===== src/rtl/booth_multiplier_seq_if.sv =====
// Start/busy/done handshake and operand/product bus for the sequential Booth multiplier.
// The datapath control is the master; the multiplier is the slave.
interface booth_multiplier_seq_if #(
    parameter int WIDTH = 32
);
    logic                   start;
    logic [WIDTH-1:0]       multiplicand;
    logic [WIDTH-1:0]       multiplier;
    logic                   busy;
    logic                   done;
    logic [2*WIDTH-1:0]     z;

    modport master (
        output start,
        output multiplicand,
        output multiplier,
        input  busy,
        input  done,
        input  z
    );

    modport slave (
        input  start,
        input  multiplicand,
        input  multiplier,
        output busy,
        output done,
        output z
    );
endinterface


===== src/rtl/booth_multiplier_seq.sv =====
// Sequential signed WIDTHxWIDTH multiplier, radix-4 Booth recoding, one digit per clock.
// Product is packed {HI, LO} like the divider's {remainder, quotient}.
module booth_multiplier_seq #(
    parameter int WIDTH = 32
) (
    input  logic                   clock,
    input  logic                   clear,
    booth_multiplier_seq_if.slave  bus
);
    localparam int DIGITS = WIDTH / 2;
    localparam int CNT_W  = (DIGITS > 1) ? $clog2(DIGITS) : 1;
    localparam logic [CNT_W-1:0] LAST_DIGIT = CNT_W'(DIGITS - 1);

    typedef enum logic [1:0] {
        IDLE,
        CALC,
        DONE
    } state_t;

    state_t               state;
    logic [CNT_W-1:0]     count;
    logic [2*WIDTH-1:0]   acc;
    logic [2*WIDTH-1:0]   m_sh;     // multiplicand, sign-extended, pre-shifted by 2i
    logic [WIDTH-1:0]     q_reg;    // multiplier, consumed two bits per digit
    logic                 q_prev;   // Q[2i-1] for the current triplet
    logic [2*WIDTH-1:0]   pp;

    logic                 busy_q;
    logic                 done_q;
    logic [2*WIDTH-1:0]   z_q;

    assign bus.busy = busy_q;
    assign bus.done = done_q;
    assign bus.z    = z_q;

    // Full 2*WIDTH-bit partial products keep +-2M exact even for M = -2^(WIDTH-1).
    always_comb begin
        // NOTE: default first so no path through the case leaves pp unassigned (no latch).
        pp = '0;
        case ({q_reg[1], q_reg[0], q_prev})
            3'b001, 3'b010: pp = m_sh;
            3'b011:         pp = m_sh << 1;
            3'b100:         pp = -(m_sh << 1);
            3'b101, 3'b110: pp = -m_sh;
            default:        pp = '0;
        endcase
    end

    // NOTE: datapath registers (acc, m_sh, q_reg, q_prev) are loaded on every accepted
    // start, so only control and visible outputs need the clear.
    always_ff @(posedge clock) begin
        if (clear) begin
            state  <= IDLE;
            busy_q <= 1'b0;
            done_q <= 1'b0;
            z_q    <= '0;
            count  <= '0;
        end else begin
            // NOTE: non-blocking throughout so every register sees pre-edge values.
            done_q <= 1'b0;
            case (state)
                IDLE: begin
                    if (bus.start) begin
                        m_sh   <= {{WIDTH{bus.multiplicand[WIDTH-1]}}, bus.multiplicand};
                        q_reg  <= bus.multiplier;
                        q_prev <= 1'b0;
                        acc    <= '0;
                        count  <= '0;
                        busy_q <= 1'b1;
                        state  <= CALC;
                    end
                end
                CALC: begin
                    acc    <= acc + pp;
                    m_sh   <= m_sh << 2;
                    q_reg  <= q_reg >> 2;
                    q_prev <= q_reg[1];
                    if (count == LAST_DIGIT) begin
                        busy_q <= 1'b0;
                        state  <= DONE;
                    end else begin
                        count <= count + 1'b1;
                    end
                end
                DONE: begin
                    // busy is already low here, but start is still not accepted.
                    z_q    <= acc;
                    done_q <= 1'b1;
                    state  <= IDLE;
                end
                default: state <= IDLE;
            endcase
        end
    end
endmodule


===== src/flat_wrapper.sv =====
// flat-port wrapper written by rule: the top's interface ports become plain ports
module booth_multiplier_seq_flat 
#(
    parameter int WIDTH = 32
)
  (clock, clear, bus_start, bus_multiplicand, bus_multiplier, bus_busy, bus_done, bus_z);
  booth_multiplier_seq_if #(.WIDTH(WIDTH)) bus_i ();
  input  logic clock;
  input  logic clear;
  input wire logic [$bits(bus_i.start)-1:0] bus_start;
  input wire logic [$bits(bus_i.multiplicand)-1:0] bus_multiplicand;
  input wire logic [$bits(bus_i.multiplier)-1:0] bus_multiplier;
  output wire logic [$bits(bus_i.busy)-1:0] bus_busy;
  output wire logic [$bits(bus_i.done)-1:0] bus_done;
  output wire logic [$bits(bus_i.z)-1:0] bus_z;
  assign bus_i.start = bus_start;
  assign bus_i.multiplicand = bus_multiplicand;
  assign bus_i.multiplier = bus_multiplier;
  assign bus_busy = bus_i.busy;
  assign bus_done = bus_i.done;
  assign bus_z = bus_i.z;
  booth_multiplier_seq #(.WIDTH(WIDTH)) u_core (.clock(clock), .clear(clear), .bus(bus_i));
endmodule

===== config.mk =====
export PLATFORM = sky130hd
export DESIGN_NAME = booth_multiplier_seq_flat
export DESIGN_NICKNAME = d
export VERILOG_FILES = /design/src/rtl/booth_multiplier_seq_if.sv /design/src/rtl/booth_multiplier_seq.sv /design/src/flat_wrapper.sv
export SDC_FILE = /design/constraint.sdc
export NUM_CORES = 1
export LEC_CHECK = 0
export CAP_MARGIN = 5
export CORE_MARGIN = 2
export CORE_UTILIZATION = 45
export DETAILED_ROUTE_END_ITERATION = 12
export PLACE_DENSITY_LB_ADDON = 0.15
export SYNTH_ARGS = -nofsm -noshare
export SYNTH_HDL_FRONTEND = slang
export SYNTH_SLANG_ARGS = --single-unit

===== constraint.sdc =====
create_clock -name clock -period 13.85 [get_ports clock]
set_input_delay 4.155 -clock clock [delete_from_list [all_inputs] [get_ports clock]]
set_output_delay 4.155 -clock clock [all_outputs]
set_load 0.1 [all_outputs]

==> impl_metrics.yaml <==
clock_network:
  cts-resized-gates: 0
  clock_tree.buffer_depth: 3
  post_cts_repair_setup_buffers: 0
  cts_inserted_buffers: 29
  cts_hold_buf: 0
  cts_tree: "built"
  insertion_delay_ns: 0.58
  cts-root-buf: "sky130_fd_sc_hd__clkbuf_16"
  clkTransAtPathRegs_ns: 0.06
  clock_sinks: 233
  deepest_level_of_the_cts_h_tree: 1
layout:
  layout.core_utilization: 0.525
  syn_to_final_growth_pct: 14.8
  antenna_diode_count: 0
  layout_commonest_cell: "sky130_fd_sc_hd__nand2_1"
  fin_nets: 2159
  layout.cells.most_common_list: "449 x sky130_fd_sc_hd__nand2_1, 176 x sky130_fd_sc_hd__a21oi_1, 161 x sky130_fd_sc_hd__edfxtp_1"
  postLayoutCellArea_sq_um: 18700
  final_layout_size_suffix_gt1_frac: 0.0478
global_routing:
  grt_start_max_net_pins: 162
  vias_in_the_first_global_route: 13836
  globalRouteMet1Util: 0.360
  grtUsageMet2: 0.388
  first_pass_grt_wire_length_mm: 76.9
  globalRoute.totalOverflow: 0
  grt_use_total: 0.251
  grt_antenna_before_repair: 2
  grt_most_used_layer: "met2"
  grtUsageMet3: 0.0405
placement:
  place.port_buffers: 132
  place_hpwl_mm: 33.3
  gpl.final_weighted_congestion: 0.942
  post_dp_cell_area_sq_um: 17700
worst_setup_path:
  timing.critical_path.to_type: "flop"
  reg2reg_to: "u_core.acc[61]"
  worst_r2r_startpoint: "u_core.m_sh[6]"
  reg2reg_depth: 19
  worst_setup_path_startpoint: "u_core.m_sh[6]"
  crit_path_end: "u_core.acc[61]"
  worst-setup-path-type: "flop to flop"
  crit_arrival_ns: 6.99
  startpoint_kind_of_the_worst_setup_timing_path: "flop"
  worst-endpoint-required_ns: 14.18
  critical_path.max_fanout: 9
  rrSetupSlack_ns: 7.19
yosys:
  synth-seq-cells: 233
  asyncSetResetFlopFracSynth: 0
  netlist-cell-type-count: 72
  synth_nets: 2144
  postSynthCellCount: 2011
  synth_enable_flop_cells: 161
  synth.yosys.seq_area_share: 0.386
  yosys_warning_count: 0
  synth.cell_area_sq_um: 16300
  postSynth.topFlopCell: "sky130_fd_sc_hd__edfxtp_1"
  synth.avg_cell_area_sq_um: 8.09
sta:
  fin_skew_ns: 0.0154
  slew_worst_pin_ns: 1.11
  maxClockFrequency_mhz: 150
  final_hold_viol_count: 0
  final_setup_violating_endpoints: 0
  timing.final.crit_period_ns: 6.66
  slew_limit_fails: 0
  post-route-period-util: 0.481
  total_negative_slack_ns: 0
  rsz0062_at_grt: "false"
  max_slew_margin: 0.257
floorplanning:
  dieArea_sq_um: 37700
  die_height_um: 194
  floorplan.initialDensity: 0.457
  floorplan.rows: 69
  die_x_um: 194
  i_o_pin_cnt: 133
  fp.coreArea_sq_um: 35600
detailed_routing:
  first_pass_iters: 5
  drt_iter0_markers: 1290
  vias_per_cell: 5.93
  final_antenna_net_count: 0
  detail_route.wirelength_mm: 48.3
  wl_per_cell_um: 19.3
  post_detailed_route_drc_marker_count: 0
  vias: 14889
power:
  leakage_nw: 7.04
  share_seq_of_total_power: 0.378
  combPwrFrac: 0.276
  switching_power_mw: 0.752
  switching_share: 0.333
  report.power.total_mw: 2.26
  p_int_mw: 1.51
  power_frac_clock: 0.346
  power_dens_cells_nw_per_um2: 121
  vdd_drop_max_uv: 106
outcome:
  outcome: "finished clean"
job:
  drv_cap: 0
hold_path:
  timing.hold.worst.class: "flop to flop"
==> worst min path at each step <==
stage | slack (ns) | from | end | depth (start not counted)
after detailed placement | 0.45 | u_core.bus.z[31] | u_core.bus.z[31] | 2
after floorplan | 0.45 | u_core.count[1] | u_core.count[1] | 2
after global placement | 0.44 | u_core.bus.z[22] | u_core.bus.z[22] | 2
after CTS | 0.45 | u_core.bus.z[21] | u_core.bus.z[21] | 2
final | 0.45 | u_core.bus.z[21] | u_core.bus.z[21] | 2
after global routing | 0.47 | u_core.bus.z[21] | u_core.bus.z[21] | 2
==> critical path, cell delays in order (launching register included) <==
cell and delay (ns):
sky130_fd_sc_hd__edfxtp_1 0.52, sky130_fd_sc_hd__or4_1 0.62, sky130_fd_sc_hd__or2_2 0.36, sky130_fd_sc_hd__or3_1 0.37, sky130_fd_sc_hd__or3_1 0.44, sky130_fd_sc_hd__or2_2 0.34
sky130_fd_sc_hd__nand2_1 0.09, sky130_fd_sc_hd__xnor2_1 0.09, sky130_fd_sc_hd__a221oi_1 0.32, sky130_fd_sc_hd__a31oi_1 0.11, sky130_fd_sc_hd__ha_1 0.49, sky130_fd_sc_hd__nand4_1 0.18
sky130_fd_sc_hd__nor3_1 0.34, sky130_fd_sc_hd__o2111ai_1 0.23, sky130_fd_sc_hd__a211oi_1 0.27, sky130_fd_sc_hd__a221oi_1 0.15, sky130_fd_sc_hd__a2111oi_0 0.87, sky130_fd_sc_hd__o21a_1 0.30
sky130_fd_sc_hd__nor4b_1 0.08, sky130_fd_sc_hd__a211o_1 0.23
==> cell families (layout without fill, tap and decap cells) <==
kind of cell,Yosys count,count (layout),synth area share
fa+ha+maj,66,66,0.0512
buf+inv,190,228,0.0451
simple gates,826,826,0.225
compound gates,538,538,0.206
mux,22,22,0.0137
flops,233,233,0.386
xor+xnor,136,136,0.0732
==> power by group through the flow <==
stage / logic (mW) / registers [mW] / clock network (mW)
floorplan: 0.473 / 0.846 / 0
global placement: 0.615 / 0.867 / 0
detailed placement: 0.615 / 0.868 / 0
CTS: 0.618 / 0.854 / 0.799
global route: 0.692 / 0.861 / 0.826
finish: 0.624 / 0.855 / 0.781
==> stage by stage <==
stage	hold slack [ns]	setup WS, ns	std cells
after global placement	0.441	7.44	2456
after global routing	0.468	6.82	2510
after detailed placement	0.445	7.31	2456
after CTS	0.453	7.29	2510
after floorplan	0.449	1.94	2011
final	0.449	7.19	2510
==> cells in the mapped netlist, types with 7 or more instances <==
master | n | area [sq um]
sky130_fd_sc_hd__clkbuf_1 | 144 | 541
sky130_fd_sc_hd__dfxtp_1 | 72 | 1440
sky130_fd_sc_hd__a221oi_1 | 24 | 210
sky130_fd_sc_hd__nor3_1 | 40 | 200
sky130_fd_sc_hd__a21oi_1 | 176 | 881
sky130_fd_sc_hd__o211ai_1 | 15 | 113
sky130_fd_sc_hd__o21ai_0 | 116 | 581
sky130_fd_sc_hd__edfxtp_1 | 161 | 4830
sky130_fd_sc_hd__and2_1 | 13 | 81.3
sky130_fd_sc_hd__or2_2 | 14 | 87.6
sky130_fd_sc_hd__xor2_1 | 67 | 587
sky130_fd_sc_hd__a211oi_1 | 13 | 97.6
sky130_fd_sc_hd__or3_1 | 21 | 131
sky130_fd_sc_hd__nand2_1 | 449 | 1690
sky130_fd_sc_hd__a22oi_1 | 26 | 195
sky130_fd_sc_hd__o21a_1 | 10 | 75.1
sky130_fd_sc_hd__mux2i_1 | 20 | 200
sky130_fd_sc_hd__ha_1 | 65 | 813
sky130_fd_sc_hd__o21bai_1 | 13 | 97.6
sky130_fd_sc_hd__a21o_1 | 59 | 443
sky130_fd_sc_hd__nor2_1 | 157 | 589
sky130_fd_sc_hd__o221ai_1 | 14 | 123
sky130_fd_sc_hd__xnor2_1 | 69 | 604
sky130_fd_sc_hd__inv_1 | 26 | 97.6
sky130_fd_sc_hd__nand4_1 | 28 | 175
sky130_fd_sc_hd__nand3_1 | 27 | 135
sky130_fd_sc_hd__or4_1 | 12 | 90.1
sky130_fd_sc_hd__buf_1 | 12 | 45.0
sky130_fd_sc_hd__a31oi_1 | 19 | 119
sky130_fd_sc_hd__nand2b_1 | 18 | 113
sky130_fd_sc_hd__nor4_1 | 15 | 93.8
sky130_fd_sc_hd__a21boi_0 | 7 | 52.6
sky130_fd_sc_hd__o22ai_1 | 10 | 62.6
==> cell type report <==
| cell class | count | area [sq um] |
|---|---|---|
| fill | 3427 | 16900 |
| multi-input combinational | 1588 | 9290 |
| sequential | 233 | 6280 |
| timing repair buffer | 147 | 1440 |
| clock buffer | 37 | 838 |
| tap | 461 | 577 |
| clock inverter | 17 | 153 |
| inverter | 27 | 101 |
==> routing by layer <==
layer  part of all wire  vias up
li1                   -     7210
met1               0.45     7016
met2               0.44      587
met3              0.083       74
met4              0.026        2
met5            0.00037        -
(Power assumes the default switching activity.)
